## config.mk

```make
export PLATFORM = sky130hd
export DESIGN_NAME = jtgng_slotarb
export DESIGN_NICKNAME = d
export VERILOG_FILES = /design/src/rtl/jtgng_slotarb.sv
export SDC_FILE = /design/constraint.sdc
export NUM_CORES = 1
export LEC_CHECK = 0
export ABC_AREA = 1
export CORE_MARGIN = 1
export CORE_UTILIZATION = 35
export CTS_CLUSTER_DIAMETER = 150
export CTS_CLUSTER_SIZE = 8
export DETAILED_ROUTE_END_ITERATION = 8
export PLACE_DENSITY_LB_ADDON = 0.25
export SYNTH_ARGS = -nofsm -noshare
export SYNTH_HDL_FRONTEND = slang
export SYNTH_SLANG_ARGS = --single-unit
```

## constraint.sdc

```tcl
create_clock -name clk -period 1.5 [get_ports clk]
set_input_delay 0.225 -clock clk [delete_from_list [all_inputs] [get_ports clk]]
set_output_delay 0.225 -clock clk [all_outputs]
set_load 0.01 [all_outputs]
```

## src/rtl/jtgng_slotarb.sv

```systemverilog
// jtgng_slotarb: H-locked time-slot arbiter sharing one ROM read port among
// four requesters (CPU, character, scroll, object).
//
// Each 8-pixel group is split into four slots selected by H[2:1]:
// 0 char, 1 scroll, 2 object, 3 CPU. During active video the slot owner wins
// if it is requesting; otherwise (and during all of vertical blank) the
// fixed order cpu > obj > scr > chr applies.
//
// Ports:
//   clk, rst_n         clock, asynchronous active-low reset
//   cen12              12 MHz enable; arbitration only on these cycles
//   H, LVBL            video timer horizontal count and vertical blank (low)
//   *_req / *_addr     level requests and their addresses
//   *_ok               one-clk pulse, dout valid for that requester
//   dout               last read data, held until the next read completes
//   mem_addr, mem_rd   memory request (mem_rd held until mem_ack)
//   mem_ack, mem_data  memory response
//   err                sticky watchdog flag
module jtgng_slotarb #(
  parameter int unsigned AW   = 17,
  parameter int unsigned DW   = 16,
  parameter logic [7:0]  TOUT = 8'd255
) (
  input  logic          clk,
  input  logic          rst_n,
  input  logic          cen12,
  input  logic [8:0]    H,
  input  logic          LVBL,
  input  logic          cpu_req,
  input  logic          chr_req,
  input  logic          scr_req,
  input  logic          obj_req,
  input  logic [AW-1:0] cpu_addr,
  input  logic [AW-1:0] chr_addr,
  input  logic [AW-1:0] scr_addr,
  input  logic [AW-1:0] obj_addr,
  output logic          cpu_ok,
  output logic          chr_ok,
  output logic          scr_ok,
  output logic          obj_ok,
  output logic [DW-1:0] dout,
  output logic [AW-1:0] mem_addr,
  output logic          mem_rd,
  input  logic          mem_ack,
  input  logic [DW-1:0] mem_data,
  output logic          err
);

  localparam logic [1:0] IdCpu = 2'd0;
  localparam logic [1:0] IdChr = 2'd1;
  localparam logic [1:0] IdScr = 2'd2;
  localparam logic [1:0] IdObj = 2'd3;

  typedef enum logic [1:0] {StIdle, StWait, StHold} state_e;

  state_e        r_state, w_state_nxt;
  logic [AW-1:0] r_mem_addr, w_mem_addr_nxt;
  logic          r_mem_rd, w_mem_rd_nxt;
  logic [DW-1:0] r_dout, w_dout_nxt;
  logic [3:0]    r_ok, w_ok_nxt;
  logic          r_err, w_err_nxt;
  logic [1:0]    r_id, w_id_nxt;
  logic [3:0]    r_mask, w_mask_nxt;
  logic [7:0]    r_wd, w_wd_nxt;

  logic [3:0]    w_req, w_elig;
  logic [1:0]    w_owner, w_win;
  logic [AW-1:0] w_win_addr;
  logic          w_grant, w_timeout;
  logic [3:0]    w_id_onehot;
  logic          w_unused_h;

  // Only the slot bits of H matter here.
  assign w_unused_h = ^{H[8:3], H[0]};

  assign w_req  = {obj_req, scr_req, chr_req, cpu_req};
  // The last served requester is masked through HOLD and the first IDLE clk
  // so a req that drops shortly after ok cannot be granted again.
  assign w_elig = w_req & ~r_mask;

  always_comb begin
    w_owner = IdCpu;
    unique case (H[2:1])
      2'd0:    w_owner = IdChr;
      2'd1:    w_owner = IdScr;
      2'd2:    w_owner = IdObj;
      default: w_owner = IdCpu;
    endcase
  end

  always_comb begin
    w_win = IdChr;
    if (LVBL && w_elig[w_owner]) w_win = w_owner;
    else if (w_elig[IdCpu])      w_win = IdCpu;
    else if (w_elig[IdObj])      w_win = IdObj;
    else if (w_elig[IdScr])      w_win = IdScr;
    else                         w_win = IdChr;
  end

  always_comb begin
    w_win_addr = cpu_addr;
    unique case (w_win)
      IdCpu:   w_win_addr = cpu_addr;
      IdChr:   w_win_addr = chr_addr;
      IdScr:   w_win_addr = scr_addr;
      default: w_win_addr = obj_addr;
    endcase
  end

  assign w_grant     = (r_state == StIdle) && cen12 && (|w_elig);
  // Ack has priority over the watchdog on the same cycle.
  assign w_timeout   = (r_state == StWait) && !mem_ack && ((r_wd + 8'd1) == TOUT);
  assign w_id_onehot = 4'b0001 << r_id;

  // State register
  always_ff @(posedge clk or negedge rst_n) begin
    if (!rst_n) r_state <= StIdle;
    else        r_state <= w_state_nxt;
  end

  // Next-state logic
  always_comb begin
    w_state_nxt = r_state;
    unique case (r_state)
      StIdle:  if (w_grant) w_state_nxt = StWait;
      StWait: begin
        if (mem_ack)        w_state_nxt = StHold;
        else if (w_timeout) w_state_nxt = StIdle;
      end
      StHold:  w_state_nxt = StIdle;
      default: w_state_nxt = StIdle;
    endcase
  end

  // Output / datapath next values
  always_comb begin
    w_mem_addr_nxt = r_mem_addr;
    w_mem_rd_nxt   = r_mem_rd;
    w_dout_nxt     = r_dout;
    w_ok_nxt       = 4'b0000;
    w_err_nxt      = r_err;
    w_id_nxt       = r_id;
    w_mask_nxt     = r_mask;
    w_wd_nxt       = r_wd;
    unique case (r_state)
      StIdle: begin
        w_mask_nxt = 4'b0000;
        if (w_grant) begin
          w_mem_addr_nxt = w_win_addr;
          w_mem_rd_nxt   = 1'b1;
          w_id_nxt       = w_win;
          w_wd_nxt       = 8'd0;
        end
      end
      StWait: begin
        if (mem_ack) begin
          w_dout_nxt   = mem_data;
          w_ok_nxt     = w_id_onehot;
          w_mem_rd_nxt = 1'b0;
          w_mask_nxt   = w_id_onehot;
        end else if (w_timeout) begin
          // No ok: the requester keeps req high and is re-arbitrated.
          w_mem_rd_nxt = 1'b0;
          w_err_nxt    = 1'b1;
        end else begin
          w_wd_nxt = r_wd + 8'd1;
        end
      end
      default: ;
    endcase
  end

  always_ff @(posedge clk or negedge rst_n) begin
    if (!rst_n) begin
      r_mem_addr <= '0;
      r_mem_rd   <= 1'b0;
      r_dout     <= '0;
      r_ok       <= 4'b0000;
      r_err      <= 1'b0;
      r_id       <= IdCpu;
      r_mask     <= 4'b0000;
      r_wd       <= 8'd0;
    end else begin
      r_mem_addr <= w_mem_addr_nxt;
      r_mem_rd   <= w_mem_rd_nxt;
      r_dout     <= w_dout_nxt;
      r_ok       <= w_ok_nxt;
      r_err      <= w_err_nxt;
      r_id       <= w_id_nxt;
      r_mask     <= w_mask_nxt;
      r_wd       <= w_wd_nxt;
    end
  end

  assign mem_addr = r_mem_addr;
  assign mem_rd   = r_mem_rd;
  assign dout     = r_dout;
  assign err      = r_err;
  assign cpu_ok   = r_ok[IdCpu];
  assign chr_ok   = r_ok[IdChr];
  assign scr_ok   = r_ok[IdScr];
  assign obj_ok   = r_ok[IdObj];

endmodule

```

; After elaboration in Yosys (flattened, before gate mapping)
; Cells that the tools add are included.
[word_totals]
input_bits = 102
register_bits = 55
wordCells = 68
out_inout_bits = 39
romBits = 0
latchBits = 0
ram_bits = 0
memories = 0
[classes]
mul = 0
n_mux = 24
reduce_logical = 18
magnitude_cmp = 1
bitwise = 3
shifts = 1
n_eq_ne = 11
n_addsub = 1
div_mod_pow = 0
[ops]
columns = op, count
row1 = case mux 17 bit (3 select lines), 1
row2 = 2-to-1 mux 8 bit, 3
row3 = case mux 8 bit (2 select lines), 1
row4 = 2-to-1 mux 2 bit, 7
row5 = 2-to-1 mux 4 bit, 3
row6 = "adder 8 x 1 -> 8 bit, second input constant", 1
row7 = "equality test 8 bit, second input constant", 1
row8 = "!= test 2 bit, second input constant", 4
row9 = case mux 4 bit (2 select lines), 1
row10 = AND reduction 2 bit, 4
row11 = "equality test 2 x 1 -> 1 bit, second input constant", 3
row12 = zero test 2 bit, 3
row13 = case mux 2 bit (3 select lines), 1
row14 = AND reduction 3 bit, 2
row15 = logical AND 1 bit, 5
row16 = bitwise AND 4 bit, 1
row17 = "equality test 2 bit, second input constant", 2
row18 = 2-to-1 mux 1 bit, 4
row19 = NOT 4 bit, 1
row20 = case mux 2 bit (2 select lines), 1
row21 = AND reduction 4 bit, 1
row22 = OR reduction 4 bit, 1
row23 = "left shift 1 x 2 -> 4 bit, first input constant", 1
row24 = "less-than comparator 2 x 3 -> 1 bit, second input constant", 1
row25 = 6 further kinds, 6

; Depth between registers and ports, before layout
[logic_depth]
ltp_word = 8
depth_mapped = 16
depth_no_buf = 15

; Worst setup path before layout
; No wires, ideal clock.
[synth_timing]
kind = in2reg
start = in H[1]
end = reg r_mem_addr[15], in the netlist mem_addr[15]
setup_time_ns = 0.116
t_arrival_ns = 1.518
t_required_ns = 1.384
path_slack_ns = -0.135
cell_stages = 13
path_buffers = 1
cell_sequence = inv_1 -> ha_1 -> inv_1 -> nand3_1 -> nand2_2 -> nand3_1 -> nand2_4 -> buf_4 -> nand3b_1 -> nand2_1 -> inv_2 -> nand2_1 -> nand2_1
[synth_via]
elab_chain_len = 8
elab_cells_between_ends = 12
cone_classes = eq/ne (4) / mux (5) / reduce/logical (3)
[synth_rtl]
columns = item, line_no
row1 = start: declaration, 27  ; input logic [8:0] H,
row2 = equality test 2 bit (tied with other cells), 83  ; unique case (H[2:1])
row3 = case mux 2 bit (3 select lines) (*), 83
row4 = binary-select mux 1 bit (select 2 bit), 93  ; if (LVBL && w_elig[w_owner]) w_win = w_owner;
row5 = 2-to-1 mux 1 bit (implied by the code), 93
row6 = logical AND 1 bit, 93
row7 = 2-to-1 mux 2 bit (*), 93
row8 = equality test 2 bit (tied with other cells), 102  ; unique case (w_win)
row9 = case mux 17 bit (3 select lines) (*), 102
row10 = end signal: assignment, 184  ; r_mem_addr <= w_mem_addr_nxt;
row11 = end: declaration, 57  ; logic [AW-1:0] r_mem_addr, w_mem_addr_nxt;
; Mark *: on every way between the ends. The rest lies on a longest branch, timed or not. The select of a mux whose other input is x is not followed.
; A chain may end at the register's enable or synchronous reset.

; Worst setup path after layout
[layout_timing]
start = in scr_req
end = reg r_mem_addr[1], in the netlist mem_addr[1]
[layout_via]
elab_chain_len = 7
elab_cells_between_ends = 15
cone_classes = eq/ne (2) / mux (7) / bitwise (1) / reduce/logical (5)
[layout_rtl]
columns = item, line_no
row1 = start: declaration, 31  ; input logic scr_req,
row2 = bitwise AND 4 bit (*), 79  ; assign w_elig = w_req & ~r_mask;
row3 = binary-select mux 1 bit (select 2 bit) / 2-to-1 mux 2 bit (equally long branches), "93, 96"
row4 = 2-to-1 mux 1 bit (implied by the code) / 2-to-1 mux 2 bit (equally long branches), "93, 95"
row5 = logical AND 1 bit / 2-to-1 mux 2 bit (equally long branches), "93, 94"
row6 = 2-to-1 mux 2 bit, 93
row7 = equality test 2 bit (tied with other cells), 102
row8 = case mux 17 bit (3 select lines), 102
; Marked as above.

==> impl_metrics.csv <==
group,metric,value,unit
global_route,grt_antenna_before_repair,0,
logic_synthesis,yosysMostFrequentCell,"nand2_1",
sta,tns,-5.316,ns
critical_path,critPathMaxFanout,7,
clock_tree,ctsRootBufferMaster,"clkbuf_8",
detailed_routing,drcViolationCount,0,
logic_synthesis,ys_seq_elements,55,
critical_path,cp_cell_sequence,"clkdlybuf4s50_1 -> nand2_2 -> nand2_2 -> nand3_4 -> nand2_8 -> nand2_8 -> nand2_4 -> nand2_8 -> clkbuf_16 -> o21ai_2 -> nand3_1 -> nand2_1 -> nand2_1",
critical_path,critPathMaxStageDelay,0.53,ns
detailed_routing,drtAntennaViolNets,0,
logic_synthesis,syn-instance-count,424,
detailed_routing,vias,3477,
detailed_routing,wl_per_cell,14.25,um
global_route,gr-usage-all-layers,20.36,%
logic_synthesis,syn_avg_cell_area,7.466,um2
logic_synthesis,seq_area_frac_synth,43.48,%
critical_path,cpMostUsedCell,"nand2_8",
logic_synthesis,synth.top_cells.by_count,"nand2_1, nand3_1, dfrtp_1",
placement,gp_congestion,0.8614,
outcome,outcome,"finished, violations left",
sta,setup_ws,-0.2798,ns
critical_path,path_class,"input port to flop",
pwr,power,7.270,mW
logic_synthesis,synth_edf_count,0,
critical_path,cp_slowest_cell,"clkdlybuf4s50_1",
clock_tree,clock_path_buffers,2,
outcome,violations,"negative setup slack",
detailed_routing,drt-initial-drc-count,137,
clock_tree,h-tree-depth,2,
sta,hold_slack,0.4374,ns
sta,fmax,561.9,MHz
sta,finalSetupViolations,28,
final_layout,antennaDiodeCount,0,
detailed_routing,avgViaCountPerCell,4.897,
global_route,grt_max_degree,56,
logic_synthesis,syn_area,0.003166,mm2
detailed_routing,routed_wl,10.12,mm
floorplanning,die_x,97.10,um
critical_path,crit_path_start_kind,"input port",
critical_path,cp.arrival,1.98,ns
final_layout,nNetsFinal,707,
placement,numPortBuffers,133,
clock_tree,cts_tree,"built",
pwr,power_leakage,2.814,nW
logic_synthesis,async_reset_ff_share,100.0,%
sta,min_period,1.780,ns
final_layout,drive_gt1_share,23.59,%
global_route,grt_pass1_wl,15.71,mm
logic_synthesis,synth-main-ff-cell,"dfrtp_1",
placement,hpwl,6.649,mm
floorplanning,die_y,97.10,um
detailed_routing,dr.pass1.iters,4,
logic_synthesis,yosys-top-cells-area,"dfrtp_1, nand2_1, nand3_1, nand3b_1, inv_1",
pwr,ir_drop,0.8190,mV
logic_synthesis,netlist.area_leader.share,43.48,%
logic_synthesis,synth.distinct_cells,30,
final_layout,syn2layout_area_growth,78.50,%
sta,drv_slew,0,
floorplanning,coreArea,0.008721,mm2
flow_run,max-cap-violations,0,
placement,dp_cells,683,
clock_tree,path_clk_slew,0.09,ns
critical_path,critPathBufInv,2,
global_route,first_global_vias,3514,
clock_tree,clk_latency,0.31,ns
sta,worst_pin_slew,0.4407,ns
critical_path,critical_path.top_delay_family,"simple AND/OR/NAND/NOR gates",
sta,relSlewSlack,70.53,%
sta,rsz0062_at_grt,"yes",
final_layout,fill_cells,703,
sta,finClkSkew,0.01374,ns
sta,fin_crit_sh,118.7,%
critical_path,worstPathRequired,1.70,ns
floorplanning,dieArea,0.009428,mm2
final_layout,stdcell_count,710,
logic_synthesis,synth_top_cell_by_area,"dfrtp_1",
logic_synthesis,ys_warn_count,0,
logic_synthesis,syn_nets,530,
hold_path,hp-class,"input port to asynchronous set/reset pin",
floorplanning,initial_utilization,36.30,%
sta,hold_viol,0,
global_route,gr-total-overflow,0,
floorplanning,num_rows,34,
floorplanning,pin_count,141,
critical_path,crit_path_end_kind,"flop",
clock_tree,clkSinkCount,55,
pwr,power_density,1287,mW/mm2
clock_tree,cts_buffers,5,
[power breakdown]
group | switching [mW] | internal [mW] | leakage, nW
combinational | 1.97 | 2.07 | 2.06
sequential | 0.330 | 2.01 | 0.703
clock | 0.504 | 0.379 | 0.0516
[path summary, 6_finish.rpt]
check / endpoint / cells after the start / slack (ns) / from
max reg2reg: mem_addr[1]$_DFFE_PN0P_ / 13 / -0.25 / r_mask[2]$_DFFE_PN0P_
min in group clk: dout[14]$_DFFE_PN0P_ / 3 / 0.44 / mem_data[14]
min reg2reg: dout[1]$_DFFE_PN0P_ / 2 / 0.48 / dout[1]$_DFFE_PN0P_
min: mem_addr[16]$_DFFE_PN0P_ / 3 / 0.44 / rst_n
max: mem_addr[1]$_DFFE_PN0P_ / 13 / -0.28 / scr_req
max in group asynchronous: r_wd[2]$_DFFE_PN0P_ / 3 / 0.79 / rst_n
[worst min-delay path, cell delays in order]
cell	delay (ns)
dlygate4sd3_1	0.53
buf_2	0.12
buf_12	0.26
[timing repair]
| action | CTS | global route |
|---|---|---|
| gates cloned | 1 | 4 |
| hold endpoints to repair | 55 | 0 |
| gates resized for setup | 40 | 65 |
| endpoints found under the setup margin | 30 | 50 |
| hold buffers | 1 | 0 |
| pin swaps | 13 | 26 |
| buffers inserted | 10 | 4 |
[layer usage]
layer / wire (um) / track usage, %
met1: 4266 / 24.75
met2: 4898 / 34.40
met3: 733 / 5.683
met4: 217 / 7.348
met5: 0 / 0
[final cells by class]
class	count	area, um2	share of cell area [%]
Clock buffer	6	82.58	1.461
Clock inverter	2	13.76	0.2436
Inverter	40	178.9	3.167
Multi-Input combinational cell	311	1882	33.30
Sequential cell	55	1378	24.38
Tap cell	108	135.1	2.392
Timing Repair Buffer	188	1981	35.05
[cells by family (layout without fill, tap and decap cells)]
family | Yosys count | in the layout | synth area share, %
buffers and inverters | 59 | 236 | 8.814
adders and majority gates | 4 | 4 | 1.581
DFF | 55 | 55 | 43.48
and+or+nand+nor | 274 | 275 | 39.88
xor gates and xnor gates | 5 | 5 | 1.621
AOI/OAI and AO/OA | 27 | 27 | 4.624
[metrics by stage]
stage                     util [%]  instance area [um2]  worst slack (ns)
after floorplan                  -                 3283          -0.03702
after global placement       56.90                 4962           -0.8298
after detailed placement     56.90                 4962           -0.8855
after CTS                    61.10                 5329           -0.2058
after global routing         64.79                 5650           -0.3745
final                        64.79                 5650           -0.2798
[layout by cell type, fill, tap and decap left out, types with 3 or more instances in the layout]
cell type	instances
nand2_1	150
clkdlybuf4s50_1	115
dfrtp_1	54
nand3_1	43
buf_4	29
inv_1	28
nand3b_1	22
dlymetal6s2s_1	15
nand3_2	13
buf_6	13
o21ai_2	10
inv_2	9
nand2_2	9
nor2_1	8
nand2_4	8
buf_12	8
o21ai_1	7
nand3_4	6
nand2_8	6
clkbuf_8	6
nor2_4	4
o22ai_1	4
nand4_1	3
xor2_1	3
[state kept, by name, indices dropped and copies added, names as in the netlist]
register,cells
err,1
mem_rd,1
r_wd,8
r_ok,4
r_id,2
mem_addr,17
r_mask,4
dout,16
r_state,2
No activity file was read; power rests on OpenSTA's default activity.
